===== src/rtl/motor_pkg.sv =====
// Shared types and constant tables for the key-triggered stepper sequencer.
package motor_pkg;

  typedef enum logic [2:0] {
    MODE_NONE,
    MODE_0,
    MODE_1,
    MODE_2,
    MODE_3
  } mode_t;

  typedef enum logic {
    ST_IDLE,
    ST_RUN
  } state_t;

  localparam int unsigned FULL_STEPS = 4;
  localparam int unsigned HALF_STEPS = 8;
  localparam int unsigned DUR_KEYS   = 9;

  // Coil patterns in forward order; reverse walks the same list backwards.
  localparam logic [3:0] FULL_STEP_SEQ [FULL_STEPS] = '{
    4'b1001, 4'b1010, 4'b0110, 4'b0101
  };
  localparam logic [3:0] HALF_STEP_SEQ [HALF_STEPS] = '{
    4'b1001, 4'b1000, 4'b1010, 4'b0010, 4'b0110, 4'b0100, 4'b0101, 4'b0001
  };

  // Run lengths in full steps, indexed by key.
  localparam logic [7:0] DUR_MODE0 [DUR_KEYS] = '{
    8'd48, 8'd24, 8'd48, 8'd24, 8'd96, 8'd24, 8'd48, 8'd24, 8'd48
  };
  localparam logic [7:0] DUR_MODE1 [DUR_KEYS] = '{
    8'd18, 8'd9, 8'd18, 8'd9, 8'd9, 8'd18, 8'd18, 8'd18, 8'd18
  };
  localparam logic [7:0] DUR_DEFAULT = 8'd24;

  // Lowest set mode key wins.
  function automatic mode_t mode_decode(input logic [3:0] left_key);
    if (left_key[0])      return MODE_0;
    else if (left_key[1]) return MODE_1;
    else if (left_key[2]) return MODE_2;
    else if (left_key[3]) return MODE_3;
    else                  return MODE_NONE;
  endfunction

  // Mode 3 is only playable while the mode switch is on.
  function automatic logic mode_valid(input mode_t mode, input logic mode_switch);
    case (mode)
      MODE_0, MODE_1: return 1'b1;
      MODE_3:         return mode_switch;
      default:        return 1'b0;
    endcase
  endfunction

endpackage


===== src/rtl/motor_dur_lut.sv =====
// Combinational run-length lookup: (mode, key index) -> duration in full steps.
module motor_dur_lut
  import motor_pkg::*;
#(
  parameter int unsigned KEY_W = 4,
  parameter int unsigned DUR_W = 8
) (
  input  mode_t            mode,
  input  logic [KEY_W-1:0] key,
  output logic [DUR_W-1:0] dur_c
);

  logic       in_table;
  logic [3:0] idx;

  // Keys beyond the table, and mode 3, use the default length.
  always_comb begin
    dur_c    = DUR_W'(DUR_DEFAULT);
    in_table = (32'(key) < DUR_KEYS);
    idx      = 4'(key);
    if (in_table) begin
      case (mode)
        MODE_0:  dur_c = DUR_W'(DUR_MODE0[idx]);
        MODE_1:  dur_c = DUR_W'(DUR_MODE1[idx]);
        default: dur_c = DUR_W'(DUR_DEFAULT);
      endcase
    end
  end

endmodule


===== src/rtl/motor_step_seq.sv =====
// Key-triggered stepper sequencer with retrigger, direction and busy/done status.
// Define MOTOR_HALF_STEP_EN to drive the 8-entry half-step sequence.
module motor_step_seq
  import motor_pkg::*;
#(
  parameter int unsigned STEP_PERIOD = 2000000,
  parameter int unsigned NUM_KEYS    = 9,
  parameter int unsigned DUR_W       = 8
) (
  input  logic                        CLK,
  input  logic                        RESET,
  input  logic [3:0]                  LEFT_KEY,
  input  logic                        Mode_Switch,
  input  logic [NUM_KEYS-1:0]         KEY,
  input  logic                        DIR,
  output logic [3:0]                  MOTOR_OUT,
  output logic                        BUSY,
  output logic                        DONE,
  output logic [$clog2(NUM_KEYS)-1:0] ACTIVE_KEY
);

  localparam int unsigned KEY_W = $clog2(NUM_KEYS);
  localparam int unsigned PER_W = $clog2(STEP_PERIOD);
`ifdef MOTOR_HALF_STEP_EN
  localparam int unsigned PH_W  = 3;
`else
  localparam int unsigned PH_W  = 2;
`endif

  state_t             state, state_d;
  mode_t              mode, mode_d;
  logic [KEY_W-1:0]   key_d, sel_key;
  logic [DUR_W-1:0]   dur, dur_d, lut_dur;
  logic [PER_W-1:0]   period, period_d;
  logic [DUR_W-1:0]   step, step_d;
  logic [PH_W-1:0]    phase, phase_d;
  logic [3:0]         motor_d;
  logic               done_d;
  logic               key_press;
  logic               mode_change;
  logic               valid;

  motor_dur_lut #(
    .KEY_W (KEY_W),
    .DUR_W (DUR_W)
  ) u_dur_lut (
    .mode  (mode),
    .key   (sel_key),
    .dur_c (lut_dur)
  );

  // Lowest-index pressed key wins.
  always_comb begin
    key_press = |KEY;
    sel_key   = '0;
    for (int i = int'(NUM_KEYS) - 1; i >= 0; i--) begin
      if (KEY[i]) sel_key = KEY_W'(i);
    end
  end

  // Phase index to coil pattern.
  function automatic logic [3:0] phase_pattern(input logic [PH_W-1:0] idx);
`ifdef MOTOR_HALF_STEP_EN
    return HALF_STEP_SEQ[idx];
`else
    return FULL_STEP_SEQ[idx];
`endif
  endfunction

  // Next-state and next-output logic.
  always_comb begin
    state_d     = state;
    mode_d      = mode;
    key_d       = ACTIVE_KEY;
    dur_d       = dur;
    period_d    = period;
    step_d      = step;
    phase_d     = phase;
    motor_d     = MOTOR_OUT;
    done_d      = 1'b0;
    mode_change = 1'b0;
    valid       = mode_valid(mode, Mode_Switch);

    if (|LEFT_KEY) begin
      mode_d      = mode_decode(LEFT_KEY);
      mode_change = (mode_d != mode);
    end

    case (state)
      ST_IDLE: begin
        if (key_press && valid) begin
          state_d  = ST_RUN;
          key_d    = sel_key;
          dur_d    = lut_dur;
          period_d = '0;
          step_d   = '0;
        end
      end
      ST_RUN: begin
        if (mode_change || !valid) begin
          state_d = ST_IDLE;
        end else if (key_press) begin
          key_d    = sel_key;
          dur_d    = lut_dur;
          period_d = '0;
          step_d   = '0;
        end else if (period == PER_W'(STEP_PERIOD - 1)) begin
          period_d = '0;
          step_d   = step + DUR_W'(1);
          phase_d  = DIR ? phase - PH_W'(1) : phase + PH_W'(1);
          motor_d  = phase_pattern(phase_d);
          if (step == dur - DUR_W'(1)) begin
            state_d = ST_IDLE;
            done_d  = 1'b1;
          end
        end else begin
          period_d = period + PER_W'(1);
`ifdef MOTOR_HALF_STEP_EN
          if (period == PER_W'(STEP_PERIOD / 2 - 1)) begin
            phase_d = DIR ? phase - PH_W'(1) : phase + PH_W'(1);
            motor_d = phase_pattern(phase_d);
          end
`endif
        end
      end
      default: state_d = ST_IDLE;
    endcase
  end

  // State and output registers.
  always_ff @(posedge CLK) begin
    if (RESET) begin
      state      <= ST_IDLE;
      mode       <= MODE_NONE;
      ACTIVE_KEY <= '0;
      dur        <= '0;
      period     <= '0;
      step       <= '0;
      phase      <= '0;
      MOTOR_OUT  <= 4'b1001;
      BUSY       <= 1'b0;
      DONE       <= 1'b0;
    end else begin
      state      <= state_d;
      mode       <= mode_d;
      ACTIVE_KEY <= key_d;
      dur        <= dur_d;
      period     <= period_d;
      step       <= step_d;
      phase      <= phase_d;
      MOTOR_OUT  <= motor_d;
      BUSY       <= (state_d == ST_RUN);
      DONE       <= done_d;
    end
  end

endmodule

===== config.mk =====
export PLATFORM = sky130hd
export DESIGN_NAME = motor_step_seq
export DESIGN_NICKNAME = d
export VERILOG_FILES = /design/src/rtl/motor_pkg.sv /design/src/rtl/motor_dur_lut.sv /design/src/rtl/motor_step_seq.sv
export SDC_FILE = /design/constraint.sdc
export NUM_CORES = 1
export LEC_CHECK = 0
export CORE_MARGIN = 5
export CORE_UTILIZATION = 59
export CTS_BUF_LIST = sky130_fd_sc_hd__clkbuf_2
export CTS_CLUSTER_SIZE = 8
export DETAILED_ROUTE_END_ITERATION = 10
export PLACE_DENSITY = 0.88
export SYNTH_ARGS = -nofsm -noshare
export SYNTH_HDL_FRONTEND = slang
export SYNTH_SLANG_ARGS = --single-unit

===== constraint.sdc =====
create_clock -name CLK -period 3.1 [get_ports CLK]
set_input_delay 0.93 -clock CLK [delete_from_list [all_inputs] [get_ports CLK]]
set_output_delay 0.93 -clock CLK [all_outputs]
set_load 0.05 [all_outputs]

# Yosys cells after proc, flatten, opt, wreduce, memory -nomap -nowiden
# Memories as Yosys holds them, arrays and structs flattened.
# Cells that the tools add are included.
[word_totals]
output_inout_bits = 10
wordCells = 97
input_bits = 17
mem_count = 2
register_bits = 52
mem_bits_ro = 256
[classes]
n_mux = 51
n_eq_ne = 10
order_cmp = 3
n_reduce_logical = 11
addsub = 5
n_bitwise = 6
[memory_table]
columns = ["memory", "depth", "width", "rd", "rd_ports_with_merged_regs", "write_ports", "line", "rtl"]
rows = [
  ["(no name shown)", 16, 8, 1, 0, 0, "motor_dur_lut.sv:23", "MODE_0: dur_c = DUR_W'(DUR_MODE0[idx]);"],
  ["(no name shown)", 16, 8, 1, 0, 0, "motor_dur_lut.sv:24", "MODE_1: dur_c = DUR_W'(DUR_MODE1[idx]);"],
]
[ops]
columns = ["operator", "count"]
rows = [
  ["8-bit 2-to-1 mux", 12],
  ["21-bit 2-to-1 mux", 4],
  ["4-bit 2-to-1 mux", 14],
  ["8-bit case mux with 2 select lines", 3],
  ["21-bit case mux with 2 select lines", 1],
  ["21-bit by 1-bit adder with 21-bit output (second input constant)", 1],
  ["21-bit equality test (second input constant)", 1],
  ["3-bit 2-to-1 mux", 5],
  ["13-bit OR reduction", 1],
  ["9-bit OR reduction", 1],
  ["8-bit by 1-bit adder with 8-bit output (second input constant)", 1],
  ["4-bit binary-select mux with 2-bit select", 1],
  ["8-bit equality test", 1],
  ["4-bit case mux with 2 select lines", 1],
  ["8-bit by 1-bit subtractor with 8-bit output (second input constant)", 1],
  ["1-bit 2-to-1 mux", 7],
  ["3-bit AND reduction", 2],
  ["5-bit >= comparator (second input constant)", 1],
  ["4-bit NOT with 5-bit output", 1],
  ["4-bit < comparator (second input constant)", 1],
  ["2-bit != test (second input constant)", 2],
  ["1-bit NOT", 4],
  ["1-bit case mux with 2 select lines", 2],
  ["4-bit AND reduction", 1],
  ["17 further kinds", 17],
]

# Longest topological paths before layout
[logic_depth]
depth_word = 18
mapped_depth = 9
depth_no_buf = 9

# Hierarchy
# Synthesis repeated with hierarchy kept, for this count alone.
[unflattened]
hier_cells = 385
hier_area_um2 = 3226.8
[by_module_without_submodules]
columns = ["mod", "area_each_um2", "seq_area_each_um2", "n_inst", "cells_per_inst"]
rows = [
  ["motor_step_seq", 3096.7, 1021.0, 1, 365],
  ["motor_dur_lut", 130.1, 0.0, 1, 20],
]

# Worst setup path before layout
# Ideal clock, no wire load.
[synth_path]
path_kind = "input to register"
from = "in KEY[2]"
to = "reg MOTOR_OUT[2]"
slack_ns = 0.229
setup_ns = 0.071
t_required_ns = 3.029
arrival_time_ns = 2.800
cell_stages = 7
n_path_buf = 1
cell_sequence = "or4_4 > or3_1 > buf_6 > nor2_8 > o2111ai_2 > or3_1 > a21oi_1"
[synth_via]
elab_chain_cells = 3
[synth_rtl]
columns = ["item", "line", "rtl"]
rows = [
  ["start: declaration", "motor_step_seq.sv:14", "input logic [NUM_KEYS-1:0] KEY,"],
  ["9-bit OR reduction", "motor_step_seq.sv:54", "key_press = |KEY;"],
  ["1-bit NOT (no source line)", "-", ""],
  ["4-bit AND reduction (no source line)", "-", ""],
  ["end signal: assignment", "motor_step_seq.sv:151", "MOTOR_OUT <= motor_d;"],
  ["end: declaration", "motor_step_seq.sv:16", "output logic [3:0] MOTOR_OUT,"],
]
# Every way passes these cells.
# A chain may end at the register's enable or synchronous reset.

# Worst setup path after layout
[layout_path]
from = "in KEY[2]"
to = "reg period[17]"
[layout_via]
elab_chain_cells = 4
elab_cells_between_ends = 7
cone_classes = "eq/ne: 1; mux: 3; reduce/logical: 3"
[layout_rtl]
columns = ["item", "line", "rtl"]
rows = [
  ["9-bit OR reduction *", "motor_step_seq.sv:54", ""],
  ["21-bit 2-to-1 mux / 1-bit logical AND (equally long branches)", "motor_step_seq.sv:102, motor_step_seq.sv:91", ""],
  ["21-bit 2-to-1 mux / 2-bit != test (equally long branches)", "-", ""],
  ["21-bit case mux with 2 select lines / 2-bit AND reduction (equally long branches)", "-", ""],
  ["end signal: assignment", "motor_step_seq.sv:148", "period <= period_d;"],
  ["end: declaration", "motor_step_seq.sv:34", "logic [PER_W-1:0] period, period_d;"],
]
# Mark *: on every way between the ends. The rest lies on a longest branch, timed or not. The select of a mux whose other input is x is not followed.

==> results.toml <==
[die]
initial_core_util_pct = 61.76
die_h_um = 77.98
boundaryPins = 27
rows = 24
core_sq_mm = 0.004414
die_x_um = 77.98
dieArea_sq_mm = 0.006080

[worst_setup_path]
path_common_cell = "buf_4"
critPathKind = "input pin to flip-flop"
slowest_delay_ns = 0.55
crit_fanout = 7
cp_data_arrival_time_ns = 3.31
critical-path-top-delay-family = "simple AND/OR/NAND/NOR gates"
cp_num_buf_inv = 3
startpoint_type = "input pin"
crit_slowest_cell = "or4_4"
ff2ff_setup_slack_ns = 0.60
critPathRequiredTime_ns = 3.47
crit_chain = "clkdlybuf4s50_1 -> or4_4 -> or3_1 -> buf_4 -> o21ai_1 -> buf_4 -> or2_2 -> o21ai_0 -> o22ai_1"
critPathCaptureType = "flip-flop"

[final_layout]
drive_above_1_share_pct = 14.60
fin_nets = 424
syn_to_final_growth_pct = 23.45
final_common_cell = "dfxtp_1"
nFillCells = 327
diodes = 0
layout_common_cells = "49 x dfxtp_1, 42 x buf_4, 37 x nor2_1"

[sta]
tightest_slew_ns = 0.6423
fmax_mhz = 340.1
rsz0062_at_grt = "no"
slew_viol_final = 0
layout_min_cycle_time_ns = 2.940
setup-violations-final = 0
post-route-worst-setup-slack_ns = 0.1596
slew_headroom_pct = 56.79
finalHoldViolCount = 0
fin_crit_sh_pct = 94.85
fin_skew_ns = 0.02458

[power_and_ir_drop]
p_per_area_mw_per_mm2 = 363.8
p_leak_nw = 1.179
finalPower_mw = 1.224
ir_drop_mv = 0.3480

[drt]
num_vias = 2783
dr.pass1.iters = 5
ant_nets = 0
drt-initial-drc-count = 210
wl_per_cell_um = 15.01
via_per_inst = 6.103
drc = 0
wirelength_mm = 6.845

[cts]
clk_latency_ns = 0.45
htree_levels = 2
hold_buffers = 0
root_buffer = "clkbuf_2"
cts_buffers = 5
clk_pin_slew_ns = 0.22
cts_buffer_depth = 2
cts_setup_buffers = 0
cts_tree = "built"
cts_resized = 0
cts_sinks = 49

[flow_run]
maxCapViolations = 0

[global_routing]
grt_pass1_vias = 2714
grt_pass1_wl_mm = 12.13
antenna_found_initial = 0
overflow = 0
grt.total_usage_pct = 23.82
grt_max_degree = 17

[synthesis]
synth-main-ff-cell = "dfxtp_1"
ys_types = 49
syn_inst = 341
synth_enable_flop_cells = 0
syn_nets = 362
synth-seq-cells = 49
synth_area_sq_mm = 0.002726
syn_area_per_cell_sq_um = 7.995
yosysWarningCount = 0
yosysSeqAreaShare_pct = 35.98
async_flop_share_pct = 0

[status]
status = "finished, final reports clean"

[placed_design]
post-place-ws_ns = -0.2279
io_buffers = 26
dp_hpwl_mm = 5.210
place_congestion = 0.9362

[hold_path]
hp-class = "flip-flop to flip-flop"
[report_power, final]
group          leakage [nW]  internal [mW]  switching, mW
Clock                0.0366          0.133          0.203
Combinational         0.746          0.105          0.129
Sequential            0.396          0.643         0.0119
[layout make-up]
type	count	area, sq um	share of cell area, %
clock inverter	3	41.29	1.227
tap	52	65.06	1.933
sequential	49	980.9	29.14
timing repair buffer	68	575.6	17.10
inverter	11	41.29	1.227
clock buffer	5	25.02	0.7435
multi-input combinational	268	1637	48.62
[cells in the mapped netlist, types with 2 or more instances]
master / instances / area share (%)
o21ai_0: 13 / 2.4
nand2_1: 27 / 3.7
or4_1: 4 / 1.1
xor2_1: 9 / 2.9
clkbuf_1: 7 / 0.96
a21oi_1: 24 / 4.4
o21ai_2: 2 / 0.64
nor4_1: 9 / 2.1
or3_1: 4 / 0.92
a21o_1: 4 / 1.1
and3_1: 6 / 1.4
o41ai_1: 2 / 0.64
buf_4: 2 / 0.55
nand3_1: 15 / 2.8
ha_1: 4 / 1.8
nand2b_1: 4 / 0.92
nor3b_1: 2 / 0.55
nor4b_1: 4 / 1.3
a211oi_1: 3 / 0.83
inv_1: 11 / 1.5
or2_2: 3 / 0.69
nor3_1: 28 / 5.1
o22ai_1: 2 / 0.46
buf_2: 3 / 0.55
nand4_1: 11 / 2.5
a31oi_1: 5 / 1.1
nor2_1: 37 / 5.1
nor4bb_1: 3 / 1.1
xnor2_1: 21 / 6.7
o31ai_1: 2 / 0.55
nand3b_1: 2 / 0.55
dfxtp_1: 49 / 36
nor2b_1: 3 / 0.69
[metrics by stage]
step	utilization [%]	setup TNS (ns)	hold WS [ns]	cell area, sq um	std cells
finish	76.25	0	0.4739	3366	456
global route	76.25	0	0.4865	3366	456
global placement	74.74	-2.666	0.4435	3299	448
CTS	76.25	0	0.4749	3366	456
floorplan	-	0	0.4449	2726	341
detailed placement	74.74	-3.138	0.4502	3299	448
[worst reg2reg max path, cell delays in order, from the launching register on]
cell and delay (ns):
dfxtp_1 0.48, or3b_1 0.42, a2111oi_4 0.49, o31ai_1 0.13
buf_4 0.20, or2_2 0.32, o21ai_0 0.22, o22ai_1 0.13
[metal layers]
metal  global-route usage [%]  vias to the layer above  routed length, um
li1                         -                     1356                  -
met1                    30.18                     1287               2868
met2                    40.23                      114               3383
met3                    4.745                       26                415
met4                    8.277                        0                177
met5                        0                        -                  0
[path summary, 6_finish.rpt]
| kind | start | endpoint | depth (start not counted) |
|---|---|---|---|
| min reg2reg | ACTIVE_KEY[1]$_SDFFE_PP0P_ | ACTIVE_KEY[1]$_SDFFE_PP0P_ | 2 |
| min | ACTIVE_KEY[1]$_SDFFE_PP0P_ | ACTIVE_KEY[1]$_SDFFE_PP0P_ | 2 |
| max reg2reg | mode[2]$_SDFFE_PP0P_ | period[17]$_SDFFE_PP0P_ | 7 |
| max | KEY[2] | period[17]$_SDFFE_PP0P_ | 9 |
[cells by family (layout without fill, tap and decap cells)]
| logic type | count (synthesis) | after routing | share of synthesized area [%] |
|---|---|---|---|
| fa+ha+maj | 4 | 4 | 1.836 |
| simple gates | 167 | 167 | 32.49 |
| flops | 49 | 49 | 35.98 |
| compound gates | 66 | 66 | 15.70 |
| mux | 1 | 1 | 0.3672 |
| xor+xnor | 30 | 30 | 9.638 |
| buf+inv | 24 | 87 | 3.992 |
[state kept, by name, indices dropped and copies added (netlist names)]
name and count:
mode 3, dur 6, phase 1, step 8, period 21, DONE 1, ACTIVE_KEY 4, MOTOR_OUT 4
state 1
Note: power is estimated with default switching activity, not from simulation.
